## config.mk

```make
export PLATFORM = sky130hd
export DESIGN_NAME = mul_share_arbiter
export DESIGN_NICKNAME = d
export VERILOG_FILES = /design/src/rtl/mul_share_arbiter.sv
export SDC_FILE = /design/constraint.sdc
export NUM_CORES = 1
export LEC_CHECK = 0
export ABC_CLOCK_PERIOD_IN_PS = 2300
export CAP_MARGIN = 20
export CORE_ASPECT_RATIO = 0.7
export CORE_MARGIN = 1.5
export CORE_UTILIZATION = 30
export CTS_BUF_LIST = sky130_fd_sc_hd__clkbuf_4
export DETAILED_ROUTE_END_ITERATION = 6
export PLACE_DENSITY = 0.73
export SYNTH_ARGS = -nofsm -noshare
export SYNTH_HDL_FRONTEND = slang
export SYNTH_SLANG_ARGS = --single-unit
```

## constraint.sdc

```tcl
create_clock -name clk -period 2.3 [get_ports clk]
set_input_delay 0.69 -clock clk [delete_from_list [all_inputs] [get_ports clk]]
set_output_delay 0.69 -clock clk [all_outputs]
set_load 0.005 [all_outputs]
```

## src/rtl/mul_share_arbiter.sv

```systemverilog
// Round-robin front end that lets two requesters share one sequential multiplier.
// Each grant latches operands, starts the multiplier, waits for done or a timeout, and returns one result pulse.
module mul_share_arbiter #(
    parameter int WIDTH   = 8,
    parameter int TIMEOUT = 32
) (
    input  logic             clk,
    input  logic             rst,
    input  logic             req0,
    input  logic             req1,
    input  logic [WIDTH-1:0] a0,
    input  logic [WIDTH-1:0] b0,
    input  logic [WIDTH-1:0] a1,
    input  logic [WIDTH-1:0] b1,
    output logic             gnt0,
    output logic             gnt1,
    output logic             rvalid0,
    output logic             rvalid1,
    output logic [WIDTH-1:0] rdata0,
    output logic [WIDTH-1:0] rdata1,
    output logic             rerr0,
    output logic             rerr1,
    output logic             mul_start,
    output logic [WIDTH-1:0] mul_a,
    output logic [WIDTH-1:0] mul_b,
    input  logic [WIDTH-1:0] mul_result,
    input  logic             mul_done,
    output logic             busy
);

    typedef enum logic [1:0] {IDLE, START, WAIT, RESP} state_t;

    localparam logic [7:0] CNT_LAST = 8'(TIMEOUT - 1);

    state_t           state, state_next;
    logic             last, owner, err;
    logic [7:0]       cnt;
    logic [WIDTH-1:0] res;
    logic             pick0, pick1, done_ok, timed_out;

    always_comb begin
        pick0      = req0 && (!req1 || last);
        pick1      = req1 && (!req0 || !last);
        // cnt is 0 only in the first WAIT cycle, which blocks a stale done.
        done_ok    = (state == WAIT) && mul_done && (cnt != '0);
        timed_out  = (state == WAIT) && !done_ok && (cnt == CNT_LAST);
        state_next = state;
        gnt0       = 1'b0;
        gnt1       = 1'b0;
        rvalid0    = 1'b0;
        rvalid1    = 1'b0;
        rdata0     = '0;
        rdata1     = '0;
        rerr0      = 1'b0;
        rerr1      = 1'b0;
        mul_start  = 1'b0;
        busy       = (state != IDLE);
        case (state)
            IDLE: begin
                if (pick0 || pick1) begin
                    state_next = START;
                    gnt0       = pick0 && rst;
                    gnt1       = pick1 && rst;
                end
            end
            START: begin
                mul_start  = 1'b1;
                state_next = WAIT;
            end
            WAIT: begin
                if (done_ok || timed_out) state_next = RESP;
            end
            RESP: begin
                state_next = IDLE;
                if (owner) begin
                    rvalid1 = 1'b1;
                    rdata1  = res;
                    rerr1   = err;
                end else begin
                    rvalid0 = 1'b1;
                    rdata0  = res;
                    rerr0   = err;
                end
            end
            default: state_next = IDLE;
        endcase
    end

    always_ff @(posedge clk or negedge rst) begin
        if (!rst) begin
            state <= IDLE;
            last  <= 1'b1;
            owner <= 1'b0;
            err   <= 1'b0;
            cnt   <= '0;
            res   <= '0;
            mul_a <= '0;
            mul_b <= '0;
        end else begin
            state <= state_next;
            case (state)
                IDLE: begin
                    if (pick0 || pick1) begin
                        owner <= pick1;
                        last  <= pick1;
                        mul_a <= pick1 ? a1 : a0;
                        mul_b <= pick1 ? b1 : b0;
                    end
                end
                START: cnt <= '0;
                WAIT: begin
                    cnt <= cnt + 8'd1;
                    if (done_ok) begin
                        res <= mul_result;
                        err <= 1'b0;
                    end else if (timed_out) begin
                        res <= '0;
                        err <= 1'b1;
                    end
                end
                default: ;
            endcase
        end
    end

endmodule

```

-- After elaboration in Yosys (flattened, before gate mapping)
Index checks and enable logic that the tools add are counted.
- bits of input ports: 45
- word-level logic and storage cells: 66
- output and inout bits: 40
- bits in registers: 37
- reductions and logical operators: 24
- mux-type cells: 27
- add/sub/neg operators: 1
- equal/unequal tests: 6
- operators with widths (kind ; count):
    2-to-1 mux 8 bit ; 8
    case mux 8 bit (2 select lines) ; 1
    2-to-1 mux 1 bit ; 15
    adder 8 x 1 -> 8 bit (second input constant) ; 1
    equality test 8 x 5 -> 1 bit (second input constant) ; 1
    logical AND 1 bit ; 8
    case mux 2 bit (4 select lines) ; 1
    nonzero test 8 bit ; 1
    AND reduction 2 bit ; 3
    nonzero test 2 bit ; 3
    equality test 2 bit (second input constant) ; 2
    logical NOT 1 bit ; 4
    logical OR 1 bit ; 4
    2-to-1 mux 2 bit ; 2
    equality test 2 x 1 -> 1 bit (second input constant) ; 1
    logical NOT 2 bit ; 1
    inequality test 2 x 1 -> 1 bit (second input constant) ; 1
    inequality test 2 bit (second input constant) ; 1

-- Longest topological paths before layout
- depth after elaboration: 9
- mapped depth: 8
- gate-level depth less buffers: 6

-- Worst setup path before layout
OpenSTA, ideal clock, no wires.
- path kind: in2out
- from: input port req1
- to: output port gnt1
- data required time: 1.610 ns
- cell stages on the path: 4
- arrival time: 1.718 ns
- slack: -0.108 ns
- path buffers: 2
- cells stage by stage: a21boi_0 -> buf_1 -> buf_2 -> and3_1
- longest elaborated chain between the ends: 6
- elaborated cells on any way between the ends: 8
- those cells by class: mux: 2; reduce/logical: 6
- ends and longest elaborated chain (item ; RTL line ; RTL):
    from (decl) ; 10 ; input logic req1,
    logical NOT 1 bit ; 42 ; pick0 = req0 && (!req1 || last);
    logical OR 1 bit ; 42 ;
    logical AND 1 bit ; 42 ;
    logical OR 1 bit ; 60 ; if (pick0 || pick1) begin
    2-to-1 mux 1 bit (*) ; 60 ;
    2-to-1 mux 1 bit (*) ; 58 ; case (state)
    to (decl) ; 16 ; output logic gnt1,
Mark *: on every way between the ends. The rest lies on a longest branch, timed or not.

-- Final worst setup path
- from: register state[0]
- to: output port gnt0
- longest elaborated chain between the ends: 2
- ends and longest elaborated chain (item ; RTL line ; RTL):
    from (decl) ; 35 ; state_t state, state_next;
    from (signal assigned) ; 100 ; state <= state_next;
    logical NOT 2 bit ; 58 ;
    2-to-1 mux 1 bit ; 58 ;
    to (decl) ; 15 ; output logic gnt0,
Every way passes these cells.

==> results.ini <==
[detailed_routing]
drc = 0
ant_nets = 0
routed_wl_um = 5120
vias = 1791
drt_iter0_drc = 43
post_drt_via_cell_ratio = 4.62
drt-pass1-iter-count = 4
wire_per_inst_um = 13.2

[synthesis]
syn-num-nets = 258
synth_compound_area_share_pct = 12.7
ys_types = 32
yosys-top-cells-area = dfrtp_1 (46%), mux2i_1 (9.3%), o21ai_0 (8.0%)
synth-simple-area-share_pct = 18.5
synth_most_common_cell = dfrtp_1
synth_seq_cells = 37
synth_area_leader_cell = dfrtp_1
synth_flop_cell = dfrtp_1
synth_xor_area_share_pct = 0.904
syn-mean-instance-area_um2 = 9.36
synth_seq_area_share_pct = 47.8
synthAdderAreaFrac_pct = 3.87
synth_top_family_by_area = simple AND/OR/NAND/NOR gates
muxShareOfSynthArea_pct = 9.88
synth_edf_count = 0
synth_commonest_cells = dfrtp_1 (36), o21ai_0 (31), nand2_1 (23), mux2i_1 (18), inv_1 (17)
synth_top_area_share_pct = 46.5
yosysWarnings = 0
postSynth.asyncResetShare_pct = 100
netlist_instances = 207
syn_area_mm2 = 0.00194

[cells_and_area]
fin_nets = 360
antenna_cells = 0
drive_gt1_share_pct = 17.4
area_growth_pct = 57.5

[floorplanning]
die_w_um = 99.1
start_util_pct = 31.0
rows = 24
dieArea_mm2 = 0.00696
ios = 85
core_area_mm2 = 0.00625
dieHeight_um = 70.3

[setup_path]
path_max_fanout = 2
rr_endpoint = state[1]
required_ns = 1.61
cp_cell_sequence = buf_4 > inv_4 > ha_4 > nand2_1 > a21oi_2 > and2_1 > clkbuf_2
reg2reg_depth = 7
timing.reg2reg.setup_slack_ns = 0.18
startpoint_type = flip-flop
cp_data_arrival_time_ns = 1.55
slowest_delay_ns = 0.40
cp-end-kind = output pin
r2r_start = state[0]
slowest_stage = dfrtp_1
critical_path_class = flip-flop to output pin

[clock_network]
cts_buffers = 5
cts_tree = done
clkSinkCount = 37
clk_pin_slew_ns = 0.12
htree_levels = 2
clk_path_buf_depth = 2
hold_buffers = 0
root_buffer = clkbuf_4
insertion_delay_ns = 0.34

[timing]
worst_pin_slew_ns = 0.277
finalSetupViolCount = 0
fin_crit_sh_pct = 97.5
whs_ns = 0.384
hold_viol_final = 0
setup_slack_ns = 0.0565
slew_viol_final = 0
relSlewSlack_pct = 81.5
rsz0062_at_grt = yes
fmax_ghz = 0.446
layout_min_cycle_time_ns = 2.24
finalClockSkew_ns = 0.0107

[pwr]
p_leak_nw = 1.47
p_total_w = 0.00301
power_density_mw_per_mm2 = 986
ir_worst_vdd_uv = 321

[grt]
grt_max_degree = 20
grt_usage_pct = 15.4
grt.overflow.total = 0
antenna_found_initial = 0
grt_pass1_wl_um = 8460
grt_pass1_vias = 1784

[job]
maxCapViolations = 0

[place]
portBuffers = 84
place.gp.congestion = 0.746
dp_hpwl_um = 3800
dp_slack_ns = -0.500

[min_path]
hold_class = input port to async pin

[status]
outcome = completed

-- area by class of cell --
cell class / count / area (µm²)
Clock buffer: 5 / 37.5
Clock inverter: 3 / 17.5
Fill cell: 601 / 3190
Inverter: 17 / 68.8
Multi-Input combinational cell: 140 / 926
Sequential cell: 37 / 927
Tap cell: 78 / 97.6
Timing Repair Buffer: 108 / 978
-- critical path: cells and delay by family, from the launching register on --
kind	cells	cell delay, ns
simple gates	2	0.21
flops	1	0.40
buf+inv	3	0.31
fa+ha+maj	1	0.13
compound gates	1	0.17
-- per-stage QoR --
stage | std cells | instance area [µm²] | util [%] | setup TNS (ns)
after floorplan | 207 | 1940 | - | 0
after global placement | 373 | 2950 | 47.2 | -0.931
after detailed placement | 373 | 2950 | 47.2 | -0.988
after CTS | 388 | 3080 | 49.2 | -0.132
after global routing | 388 | 3050 | 48.9 | -0.0940
final | 388 | 3050 | 48.9 | 0
-- cell usage in the layout (no fill, tap or decap), types with 2 or more instances in the layout --
master | synthesis | layout
nand3_1 | 12 | 12
o21ai_0 | 31 | 30
a21boi_0 | 3 | 2
inv_1 | 17 | 15
dlygate4sd2_1 | 0 | 13
buf_2 | 1 | 2
and3_1 | 10 | 10
and2_1 | 11 | 10
dfrtp_1 | 36 | 36
nor2_1 | 5 | 5
nand2_1 | 23 | 23
buf_6 | 1 | 5
inv_4 | 0 | 2
a21oi_1 | 5 | 4
buf_4 | 0 | 19
mux2i_1 | 18 | 18
clkdlybuf4s50_1 | 0 | 57
ha_1 | 6 | 4
clkbuf_2 | 0 | 7
clkbuf_4 | 0 | 5
clkdlybuf4s15_1 | 0 | 5
-- state kept, by name (all words and copies together), names as in the netlist --
register and count:
cnt 8, res 8, err 1, last 1
state 2, owner 1, mul_b 8, mul_a 8
-- repair_timing --
item | CTS | global route
setup endpoints to repair | 24 | 13
cloned | 1 | 0
buffers inserted | 6 | 0
gates resized for setup | 46 | 20
pin swaps | 4 | 4
-- per-layer routing --
metal	GRT usage [%]	wire length [µm]	up-vias
li1	-	-	904
met3	4.50	352	6
met1	19.7	2360	817
met5	0	0	-
met2	25.4	2370	64
met4	4.38	45	0
-- worst max path at each step --
stage / from / end / slack (ns) / depth (start not counted)
final: state[0] / gnt0 / 0.06 / 7
after global routing: state[0] / gnt0 / -0.06 / 7
after CTS: state[0] / gnt0 / -0.08 / 7
after detailed placement: req0 / gnt0 / -0.50 / 5
after global placement: req0 / gnt0 / -0.49 / 5
after floorplan: state[0] / state[1] / 0.006 / 8
-- report_power, final --
group / internal [W] / switching, W / total [W]
Combinational: 0.000888 / 0.000717 / 0.00161
Clock: 0.000116 / 0.000221 / 0.000336
Sequential: 0.000914 / 0.000154 / 0.00107
Total: 0.00192 / 0.00109 / 0.00301
-- kinds of logic (layout without fill, tap and decap cells) --
kind of cell / count (synthesis) / after routing
AO/OA/AOI/OAI: 44 / 44
XOR/XNOR: 2 / 2
adder cells (fa/ha/maj): 6 / 6
buffers and inverters: 30 / 133
flip-flops: 37 / 37
multiplexers: 19 / 19
AND/OR/NAND/NOR: 69 / 69
No activity file was read; power rests on OpenSTA's default activity.
